`src/rtl/cpu_defs.sv`:
```
// Shared definitions for the Mini SRC control sequencer: opcodes, step states,
// instruction classes and the packed control-strobe bundle.
package cpu_defs;

  localparam int OP_BITS = 5;

  localparam logic [4:0] OP_LD   = 5'b00000;
  localparam logic [4:0] OP_LDI  = 5'b00001;
  localparam logic [4:0] OP_ST   = 5'b00010;
  localparam logic [4:0] OP_ADD  = 5'b00011;
  localparam logic [4:0] OP_SUB  = 5'b00100;
  localparam logic [4:0] OP_AND  = 5'b00101;
  localparam logic [4:0] OP_OR   = 5'b00110;
  localparam logic [4:0] OP_ROR  = 5'b00111;
  localparam logic [4:0] OP_ROL  = 5'b01000;
  localparam logic [4:0] OP_SHR  = 5'b01001;
  localparam logic [4:0] OP_SHRA = 5'b01010;
  localparam logic [4:0] OP_SHL  = 5'b01011;
  localparam logic [4:0] OP_ADDI = 5'b01100;
  localparam logic [4:0] OP_ANDI = 5'b01101;
  localparam logic [4:0] OP_ORI  = 5'b01110;
  localparam logic [4:0] OP_DIV  = 5'b01111;
  localparam logic [4:0] OP_MUL  = 5'b10000;
  localparam logic [4:0] OP_NEG  = 5'b10001;
  localparam logic [4:0] OP_NOT  = 5'b10010;
  localparam logic [4:0] OP_BR   = 5'b10011;
  localparam logic [4:0] OP_JR   = 5'b10100;
  localparam logic [4:0] OP_IN   = 5'b10110;
  localparam logic [4:0] OP_OUT  = 5'b10111;
  localparam logic [4:0] OP_MFLO = 5'b11000;
  localparam logic [4:0] OP_MFHI = 5'b11001;
  localparam logic [4:0] OP_NOP  = 5'b11010;
  localparam logic [4:0] OP_HALT = 5'b11011;

  localparam logic [4:0] ALU_ADD = OP_ADD;

  typedef enum logic [3:0] {
    T0   = 4'd0,
    T1   = 4'd1,
    T2   = 4'd2,
    T3   = 4'd3,
    T4   = 4'd4,
    T5   = 4'd5,
    T6   = 4'd6,
    T7   = 4'd7,
    HALT = 4'd8
  } state_e;

  typedef struct packed {
    logic aluRr;
    logic aluImm;
    logic ld;
    logic ldi;
    logic st;
    logic mulDiv;
    logic unary;
    logic br;
    logic jr;
    logic inp;
    logic outp;
    logic mflo;
    logic mfhi;
    logic nop;
    logic halt;
  } op_class_t;

  typedef struct packed {
    logic [4:0] aluOp;
    logic pcOut, pcIn, incPc;
    logic marIn, mdrIn, mdrOut, read, write;
    logic irIn;
    logic yIn, rzInHi, rzInLo, rzOutHi, rzOutLo;
    logic gra, grb, grc, rIn, rOut, baOut, rcOut;
    logic hiIn, loIn, hiOut, loOut;
    logic conIn, inPortOut, outPortIn;
  } ctrl_t;

  // Execute steps advance linearly; anything past T7 wraps back to fetch.
  function automatic state_e stepAfter(input state_e s);
    case (s)
      T3:      return T4;
      T4:      return T5;
      T5:      return T6;
      T6:      return T7;
      default: return T0;
    endcase
  endfunction

endpackage

```
`src/rtl/op_class_decode.sv`:
```
// Combinational opcode-to-class decoder; one-hot output, unknown opcodes map to nop.
module op_class_decode
  import cpu_defs::*;
(
  input  logic [OP_BITS-1:0] opcode_i,
  output op_class_t          opClass_o
);

  always_comb begin
    opClass_o = '0;
    case (opcode_i)
      OP_ADD, OP_SUB, OP_AND, OP_OR, OP_ROR,
      OP_ROL, OP_SHR, OP_SHRA, OP_SHL:  opClass_o.aluRr  = 1'b1;
      OP_ADDI, OP_ANDI, OP_ORI:         opClass_o.aluImm = 1'b1;
      OP_LD:                            opClass_o.ld     = 1'b1;
      OP_LDI:                           opClass_o.ldi    = 1'b1;
      OP_ST:                            opClass_o.st     = 1'b1;
      OP_MUL, OP_DIV:                   opClass_o.mulDiv = 1'b1;
      OP_NEG, OP_NOT:                   opClass_o.unary  = 1'b1;
      OP_BR:                            opClass_o.br     = 1'b1;
      OP_JR:                            opClass_o.jr     = 1'b1;
      OP_IN:                            opClass_o.inp    = 1'b1;
      OP_OUT:                           opClass_o.outp   = 1'b1;
      OP_MFLO:                          opClass_o.mflo   = 1'b1;
      OP_MFHI:                          opClass_o.mfhi   = 1'b1;
      OP_HALT:                          opClass_o.halt   = 1'b1;
      default:                          opClass_o.nop    = 1'b1;
    endcase
  end

endmodule

```
`src/rtl/control_unit.sv`:
```
// Hardwired Moore control sequencer for the Mini SRC CPU: one T-step per clock,
// strobes decoded from the step register and IR.
module control_unit
  import cpu_defs::*;
#(
  parameter int OPW = 5,
  parameter int IRW = 32
) (
  input  logic           clock,
  input  logic           clear,
  input  logic [IRW-1:0] IR,
  input  logic           CON,
  input  logic           Stop,
  output logic           Run,
  output logic [OPW-1:0] alu_op,
  output logic           PCout, PCin, IncPC,
  output logic           MARin, MDRin, MDRout, Read, Write,
  output logic           IRin,
  output logic           Yin, RZinHi, RZinLo, RZoutHi, RZoutLo,
  output logic           Gra, Grb, Grc, Rin, Rout, BAout, RCout,
  output logic           HIin, LOin, HIout, LOout,
  output logic           CONin, InPortOut, OutPortIn
);

  state_e            state_q, state_d;
  op_class_t         cls;
  ctrl_t             ctrl, ctrlOut;
  logic              done;
  logic [OPW-1:0]    opcode;
  logic              unusedIrBits;

  assign opcode       = IR[IRW-1 -: OPW];
  assign unusedIrBits = ^IR[IRW-OPW-1:0];

  op_class_decode u_decode (
    .opcode_i  (opcode),
    .opClass_o (cls)
  );

  always_ff @(posedge clock or negedge clear) begin
    if (!clear) state_q <= T0;
    else        state_q <= state_d;
  end

  // done marks the final step of the current class; it also catches a class
  // that has no work in this step so the sequencer can never wander.
  always_comb begin
    ctrl    = '0;
    state_d = state_q;
    done    = 1'b0;
    case (state_q)
      T0: begin
        if (Stop) begin
          state_d = HALT;
        end else begin
          ctrl.pcOut = 1'b1; ctrl.marIn = 1'b1; ctrl.incPc = 1'b1;
          state_d = T1;
        end
      end
      T1: begin
        ctrl.read = 1'b1; ctrl.mdrIn = 1'b1;
        state_d = T2;
      end
      T2: begin
        ctrl.mdrOut = 1'b1; ctrl.irIn = 1'b1;
        if (cls.halt)     state_d = HALT;
        else if (cls.nop) state_d = T0;
        else              state_d = T3;
      end
      T3: begin
        if (cls.aluRr || cls.aluImm) begin ctrl.grb = 1'b1; ctrl.rOut = 1'b1; ctrl.yIn = 1'b1; end
        if (cls.ldi || cls.ld || cls.st) begin ctrl.grb = 1'b1; ctrl.baOut = 1'b1; ctrl.yIn = 1'b1; end
        if (cls.mulDiv) begin ctrl.gra = 1'b1; ctrl.rOut = 1'b1; ctrl.yIn = 1'b1; end
        if (cls.unary) begin
          ctrl.grb = 1'b1; ctrl.rOut = 1'b1; ctrl.aluOp = opcode; ctrl.rzInLo = 1'b1;
        end
        if (cls.br)   begin ctrl.gra = 1'b1; ctrl.rOut = 1'b1; ctrl.conIn = 1'b1; end
        if (cls.jr)   begin ctrl.gra = 1'b1; ctrl.rOut = 1'b1; ctrl.pcIn = 1'b1; end
        if (cls.inp)  begin ctrl.inPortOut = 1'b1; ctrl.gra = 1'b1; ctrl.rIn = 1'b1; end
        if (cls.outp) begin ctrl.gra = 1'b1; ctrl.rOut = 1'b1; ctrl.outPortIn = 1'b1; end
        if (cls.mflo) begin ctrl.loOut = 1'b1; ctrl.gra = 1'b1; ctrl.rIn = 1'b1; end
        if (cls.mfhi) begin ctrl.hiOut = 1'b1; ctrl.gra = 1'b1; ctrl.rIn = 1'b1; end
        done = !(cls.aluRr || cls.aluImm || cls.ldi || cls.ld || cls.st ||
                 cls.mulDiv || cls.unary || cls.br);
        state_d = done ? T0 : stepAfter(state_q);
      end
      T4: begin
        if (cls.aluRr) begin
          ctrl.grc = 1'b1; ctrl.rOut = 1'b1; ctrl.aluOp = opcode; ctrl.rzInLo = 1'b1;
        end
        if (cls.aluImm) begin ctrl.rcOut = 1'b1; ctrl.aluOp = opcode; ctrl.rzInLo = 1'b1; end
        if (cls.ldi || cls.ld || cls.st) begin
          ctrl.rcOut = 1'b1; ctrl.aluOp = ALU_ADD; ctrl.rzInLo = 1'b1;
        end
        if (cls.mulDiv) begin
          ctrl.grb = 1'b1; ctrl.rOut = 1'b1; ctrl.aluOp = opcode;
          ctrl.rzInHi = 1'b1; ctrl.rzInLo = 1'b1;
        end
        if (cls.unary) begin ctrl.rzOutLo = 1'b1; ctrl.gra = 1'b1; ctrl.rIn = 1'b1; end
        if (cls.br)    begin ctrl.pcOut = 1'b1; ctrl.yIn = 1'b1; end
        done = !(cls.aluRr || cls.aluImm || cls.ldi || cls.ld || cls.st ||
                 cls.mulDiv || cls.br);
        state_d = done ? T0 : stepAfter(state_q);
      end
      T5: begin
        if (cls.aluRr || cls.aluImm || cls.ldi) begin
          ctrl.rzOutLo = 1'b1; ctrl.gra = 1'b1; ctrl.rIn = 1'b1;
        end
        if (cls.ld || cls.st) begin ctrl.rzOutLo = 1'b1; ctrl.marIn = 1'b1; end
        if (cls.mulDiv)       begin ctrl.rzOutLo = 1'b1; ctrl.loIn = 1'b1; end
        if (cls.br) begin ctrl.rcOut = 1'b1; ctrl.aluOp = ALU_ADD; ctrl.rzInLo = 1'b1; end
        done = !(cls.ld || cls.st || cls.mulDiv || cls.br);
        state_d = done ? T0 : stepAfter(state_q);
      end
      T6: begin
        if (cls.ld)     begin ctrl.read = 1'b1; ctrl.mdrIn = 1'b1; end
        if (cls.st)     begin ctrl.gra = 1'b1; ctrl.rOut = 1'b1; ctrl.mdrIn = 1'b1; end
        if (cls.mulDiv) begin ctrl.rzOutHi = 1'b1; ctrl.hiIn = 1'b1; end
        if (cls.br && CON) begin ctrl.rzOutLo = 1'b1; ctrl.pcIn = 1'b1; end
        done = !(cls.ld || cls.st);
        state_d = done ? T0 : stepAfter(state_q);
      end
      T7: begin
        if (cls.ld) begin ctrl.mdrOut = 1'b1; ctrl.gra = 1'b1; ctrl.rIn = 1'b1; end
        if (cls.st) ctrl.write = 1'b1;
        done    = 1'b1;
        state_d = T0;
      end
      HALT:    state_d = HALT;
      default: state_d = T0;
    endcase
  end

  // clear blanks the strobes combinationally so an abort takes effect mid-step.
  assign ctrlOut   = clear ? ctrl : '0;
  assign Run       = (state_q != HALT);
  assign alu_op    = ctrlOut.aluOp;
  assign PCout     = ctrlOut.pcOut;
  assign PCin      = ctrlOut.pcIn;
  assign IncPC     = ctrlOut.incPc;
  assign MARin     = ctrlOut.marIn;
  assign MDRin     = ctrlOut.mdrIn;
  assign MDRout    = ctrlOut.mdrOut;
  assign Read      = ctrlOut.read;
  assign Write     = ctrlOut.write;
  assign IRin      = ctrlOut.irIn;
  assign Yin       = ctrlOut.yIn;
  assign RZinHi    = ctrlOut.rzInHi;
  assign RZinLo    = ctrlOut.rzInLo;
  assign RZoutHi   = ctrlOut.rzOutHi;
  assign RZoutLo   = ctrlOut.rzOutLo;
  assign Gra       = ctrlOut.gra;
  assign Grb       = ctrlOut.grb;
  assign Grc       = ctrlOut.grc;
  assign Rin       = ctrlOut.rIn;
  assign Rout      = ctrlOut.rOut;
  assign BAout     = ctrlOut.baOut;
  assign RCout     = ctrlOut.rcOut;
  assign HIin      = ctrlOut.hiIn;
  assign LOin      = ctrlOut.loIn;
  assign HIout     = ctrlOut.hiOut;
  assign LOout     = ctrlOut.loOut;
  assign CONin     = ctrlOut.conIn;
  assign InPortOut = ctrlOut.inPortOut;
  assign OutPortIn = ctrlOut.outPortIn;

endmodule

```
`config.mk`:
```
export PLATFORM = sky130hd
export DESIGN_NAME = control_unit
export DESIGN_NICKNAME = d
export VERILOG_FILES = /design/src/rtl/cpu_defs.sv /design/src/rtl/op_class_decode.sv /design/src/rtl/control_unit.sv
export SDC_FILE = /design/constraint.sdc
export NUM_CORES = 1
export LEC_CHECK = 0
export CORE_ASPECT_RATIO = 0.5
export CORE_MARGIN = 2
export CORE_UTILIZATION = 35
export DETAILED_ROUTE_END_ITERATION = 8
export PLACE_DENSITY = 0.76
export SKIP_LAST_GASP = 1
export SYNTH_ARGS = -nofsm -noshare
export SYNTH_HDL_FRONTEND = slang
export SYNTH_SLANG_ARGS = --single-unit
```
`constraint.sdc`:
```
create_clock -name clock -period 2.1 [get_ports clock]
set_input_delay 0.315 -clock clock [delete_from_list [all_inputs] [get_ports clock]]
set_output_delay 0.315 -clock clock [all_outputs]
set_load 0.01 [all_outputs]
```
## Word level (Yosys, flattened, before mapping)

Index checks and enable logic that the tools add are counted.

- Bits in registers: 4
- Output and inout bits: 34
- Logic and storage cells: 154

- Equal/unequal tests: 34
- Multiplexer cells: 98
- Reduce and logical (&&, ||, !) cells: 21

Operators by type and width:

| cell | count |
|---|---|
| $mux W1 | 63 |
| $eq A5 B5 Y1 const B | 10 |
| $eq A5 B4 Y1 const B | 8 |
| $mux W33 | 1 |
| $pmux W4 S8 | 1 |
| $mux W5 | 6 |
| $reduce_or A26 Y1 | 1 |
| $eq A5 B3 Y1 const B | 4 |
| $pmux W1 S2 | 9 |
| $eq A4 B3 Y1 const B | 4 |
| $pmux W5 S3 | 1 |
| $logic_or A1 B1 Y1 | 13 |
| $mux W2 | 6 |
| $mux W3 | 4 |
| $eq A5 B2 Y1 const B | 2 |
| $pmux W1 S3 | 3 |
| $reduce_or A9 Y1 | 1 |
| $eq A4 B2 Y1 const B | 2 |
| $mux W4 | 2 |
| $eq A5 B1 Y1 const B | 1 |
| $logic_not A5 Y1 | 1 |
| $pmux W1 S5 | 1 |
| $eq A4 B1 Y1 const B | 1 |
| $eq A4 B4 Y1 const B | 1 |
| 6 further kinds | 7 |

## Logic depth before layout (Yosys ltp)

- Depth after elaboration: 12
- Gate-level depth with buffers: 7
- Gate-level depth less buffers: 5

## Modules after synthesis

Synthesis repeated with hierarchy kept, for this count alone.

- Cell total of the unflattened synthesis: 162
- Area total of the unflattened synthesis: 975.9 um2

Modules (own cells, without submodules):

| module | times used | cells an instance | area each (um2) | sequential area each (um2) |
|---|---|---|---|---|
| control_unit | 1 | 132 | 820.8 | 100.1 |
| op_class_decode | 1 | 30 | 155.1 | 0.0 |

## Least setup slack after synthesis

Ideal clock, no wire load.

- Kind: reg-to-output
- Start point: register state_q[0]
- End point: output port Gra
- Data arrival time: 1,579 ps
- Data required time: 1,785 ps
- Slack: 206 ps
- Stages on the path, launching flop included: 6
- Buffers on the path: 1
- Cells stage by stage: dfrtp_1 -> or4b_1 -> buf_6 -> nor3_4 -> a211oi_2 -> a32oi_1

- Longest elaborated chain between the ends: 3

RTL lines:

| item | line | RTL |
|---|---|---|
| from (decl) | control_unit.sv:25 | `state_e state_q, state_d;` |
| from (signal assigned) | control_unit.sv:42 | `else state_q <= state_d;` |
| $eq A4 B3 Y1 (tied with other cells) | - |  |
| $pmux W1 S5 (*) | control_unit.sv:51 | `case (state_q)` |
| $mux W33 (*) | control_unit.sv:135 | `assign ctrlOut = clear ? ctrl : '0;` |
| to (decl) | control_unit.sv:20 | `output logic Gra, Grb, Grc, Rin, Rout, BAout, RCout,` |

Every way passes the cells marked *; elsewhere a longest branch is shown, timed or not.

## Worst setup path in the final report

- Start point: register state_q[3]
- End point: output port RZoutLo

- Longest elaborated chain between the ends: 3

RTL lines:

| item | line | RTL |
|---|---|---|
| $eq A4 B3 Y1 | control_unit.sv:51 |  |
| $pmux W1 S3 (*) | control_unit.sv:51 |  |
| $mux W33 (*) | control_unit.sv:135 |  |
| to (decl) | control_unit.sv:19 | `output logic Yin, RZinHi, RZinLo, RZoutHi, RZoutLo,` |

Marks and branches as above.

==> impl_metrics.tcl <==
set metrics [dict create \
    status "finished, violations left" \
    violations "setup timing" \
    end_kind "output pin" \
    relSlewSlack 0.686 \
    worst-path-max-fanout 7 \
    worstPathRequired_ns 1.78 \
    clockBufferDepth 2 \
    ios 70 \
    critical_path.cell_chain "buf_6 -> buf_6 -> and4bb_4 -> nand4_1 -> o21ai_1 -> a31oi_1 -> nor3b_1 -> buf_2" \
    top_layer_used "met4" \
    fin_skew_ns 0.00291 \
    crit_type "flop to output pin" \
    critical_path.max_stage_delay_ns 0.38 \
    grtUsageTotal 0.280 \
    wl_met1_mm 2.41 \
    synth_edf_count 0 \
    drive_gt1_frac 0.521 \
    drt_pass1_iterations 5 \
    hold_slack_ns 0.515 \
    ir_drop_mv 0.610 \
    rrSetupSlack_ns 0.56 \
    via_count 1912 \
    portBuffers 42 \
    rows 14 \
    regMostFlops "state_q" \
    fmax_mhz 455 \
    reg.largest.list "state_q: 4 flops" \
    post-synth-top-area-cell "dfrtp_1" \
    dr_wl_met2_mm 2.54 \
    post_drt_wl_per_cell_um 17.5 \
    wl_met3_um 534 \
    grt_pass1_wl_mm 8.29 \
    rr_endpoint "state_q[1]" \
    slowest_stage "dfrtp_1" \
    rr_worst_depth 7 \
    startpoint_type "flop" \
    grt_max_degree 15 \
    syn_area_per_cell_um2 6.30 \
    seq_area_um2 100 \
    syn_to_final_growth_pct 90.9 \
    final_nets 320 \
    tritoncts "done" \
    drc_errors 0 \
    diodes 0 \
    synth_most_common_cell "nor2_1" \
    slew_viol_final 0 \
    n_fill_cell 234 \
    cts_buffers 3 \
    clock-sinks 4 \
    drt-initial-drc-count 236 \
    netlist_top_cells_count "20 x nor2_1, 19 x nand2_1, 11 x nor3_1, 11 x o21ai_0, 10 x buf_2" \
    syn_nets 219 \
    synth-async-reset-ratio 1.00 \
    antenna_found_initial 0 \
    timing.rr.start "state_q[3]" \
    routed_wirelength_mm 5.63 \
    crit_start "state_q[3]" \
    largest_register_ffs 4 \
    timing.final.crit_share 1.05 \
    ys.flop_type "dfrtp_1" \
    die_x_um 85.1 \
    synthCells 183 \
    yosysWarningCount 0 \
    ys_types 54 \
    gp_routability_congestion 0.991 \
    power.density_mw_per_mm2 395 \
    rsz0062_at_grt "true" \
    fp.dieH_um 44.6 \
    path_common_cell "buf_6" \
    grt_pass1_vias 1711 \
    insertion_delay_ns 0.22 \
    die_area_mm2 0.00380 \
    clkSlewWorstSetupHoldPaths_ns 0.03 \
    start_util 0.376 \
    ant_nets 0 \
    grt_overflow 0 \
    multi_input_area_mm2 0.00113 \
    maxCapViolations 0 \
    p_leak_uw 0.000979 \
    worst_pin_slew_ns 0.472 \
    synthTopCellsByArea "dfrtp_1 8.7%, nor2_1 6.5%, nand2_1 6.2%, nor3_1 4.8%, o21ai_0 4.8%" \
    finalSetupTns_ns -0.748 \
    synthDominantCellAreaShare 0.0869 \
    setup-violations-final 13 \
    hold_violations 0 \
    syn-cell-area_mm2 0.00115 \
    setup_ws_ns -0.0965 \
    root_buffer "clkbuf_8" \
    avgViaCountPerCell 5.94 \
    hold_class "primary input to async pin" \
    period_minus_slack_ns 2.20 \
    dp_hpwl_mm 4.01 \
    ys_seq_elements 4 \
    coreArea_mm2 0.00307 \
    htree_levels 1 \
    yosysSeqAreaShare 0.0869 \
    cp.arrival_ns 1.88 \
]
-- timing repair --
action / 4_1_cts / 5_1_grt
resized for setup: 119 / 69
buffers inserted: 6 / 4
endpoints found under the setup margin: 33 / 31
pin swaps: 4 / 18
hold buffers: 0 / 0
-- cell usage in the layout, fill, tap and decap left out, types with 3 or more instances in the layout --
master	count
nand2b_1	5
inv_1	3
buf_2	23
nand3_1	7
o21ai_1	7
nor2_2	3
and3_1	3
nand2_1	17
nor2_1	16
nor3_1	4
buf_4	63
dlygate4sd2_1	5
clkdlybuf4s50_1	3
nand4_1	3
dfrtp_1	4
nor2b_1	6
buf_6	11
a31oi_1	5
nor3_2	6
a21oi_1	5
clkbuf_2	7
clkbuf_8	3
o21ai_0	9
-- area by class of cell --
cell class                 count  share of cell area
multi-input combinational    156               0.515
timing repair buffer         116               0.393
sequential                     4              0.0455
tap                           40              0.0228
clock buffer                   3              0.0188
inverter                       3             0.00512
-- power by group --
group	total, uW	internal, uW	switching [uW]
clock network	164	122	41.9
logic	597	297	300
registers	108	95.2	12.4
total	869	515	354
-- worst max-delay path, delay by kind of cell (launching register included) --
kind | cells | cell delay (ns)
buf+inv | 3 | 0.42
compound gates | 2 | 0.16
simple gates | 3 | 0.69
flops | 1 | 0.38
-- metal layers --
metal	vias to the layer above	global-route usage
li1	882	-
met2	114	0.445
met5	-	0
met3	20	0.0504
met4	0	0.0667
met1	896	0.397
-- kinds of logic after synthesis --
| family | synth area share |
|---|---|
| buffers and inverters | 0.0966 |
| AOI/OAI and AO/OA | 0.319 |
| and+or+nand+nor | 0.489 |
| DFF | 0.0869 |
| muxes | 0.00869 |
-- worst max path at each step --
stage | to | slack (ns) | cells past startpoint
6_report | RZoutLo | -0.1 | 8
5_1_grt | RZinLo | -0.21 | 8
4_1_cts | Rout | -0.25 | 7
3_5_place_dp | Rin | -0.75 | 7
3_3_place_gp | Rin | -0.71 | 7
2_1_floorplan | Gra | 0.21 | 5
-- per-stage QoR --
step / total power (uW) / area [um^2] / util / setup WS [ns] / instances
after global placement: 566 / 2020 / 0.658 / -0.713 / 311
after CTS: 794 / 2150 / 0.700 / -0.250 / 320
after detailed placement: 575 / 2020 / 0.658 / -0.747 / 311
final: 869 / 2200 / 0.718 / -0.0965 / 322
after global routing: 910 / 2200 / 0.718 / -0.206 / 322
after floorplan: 337 / 1150 / - / 0.206 / 183
(Power assumes the default switching activity.)
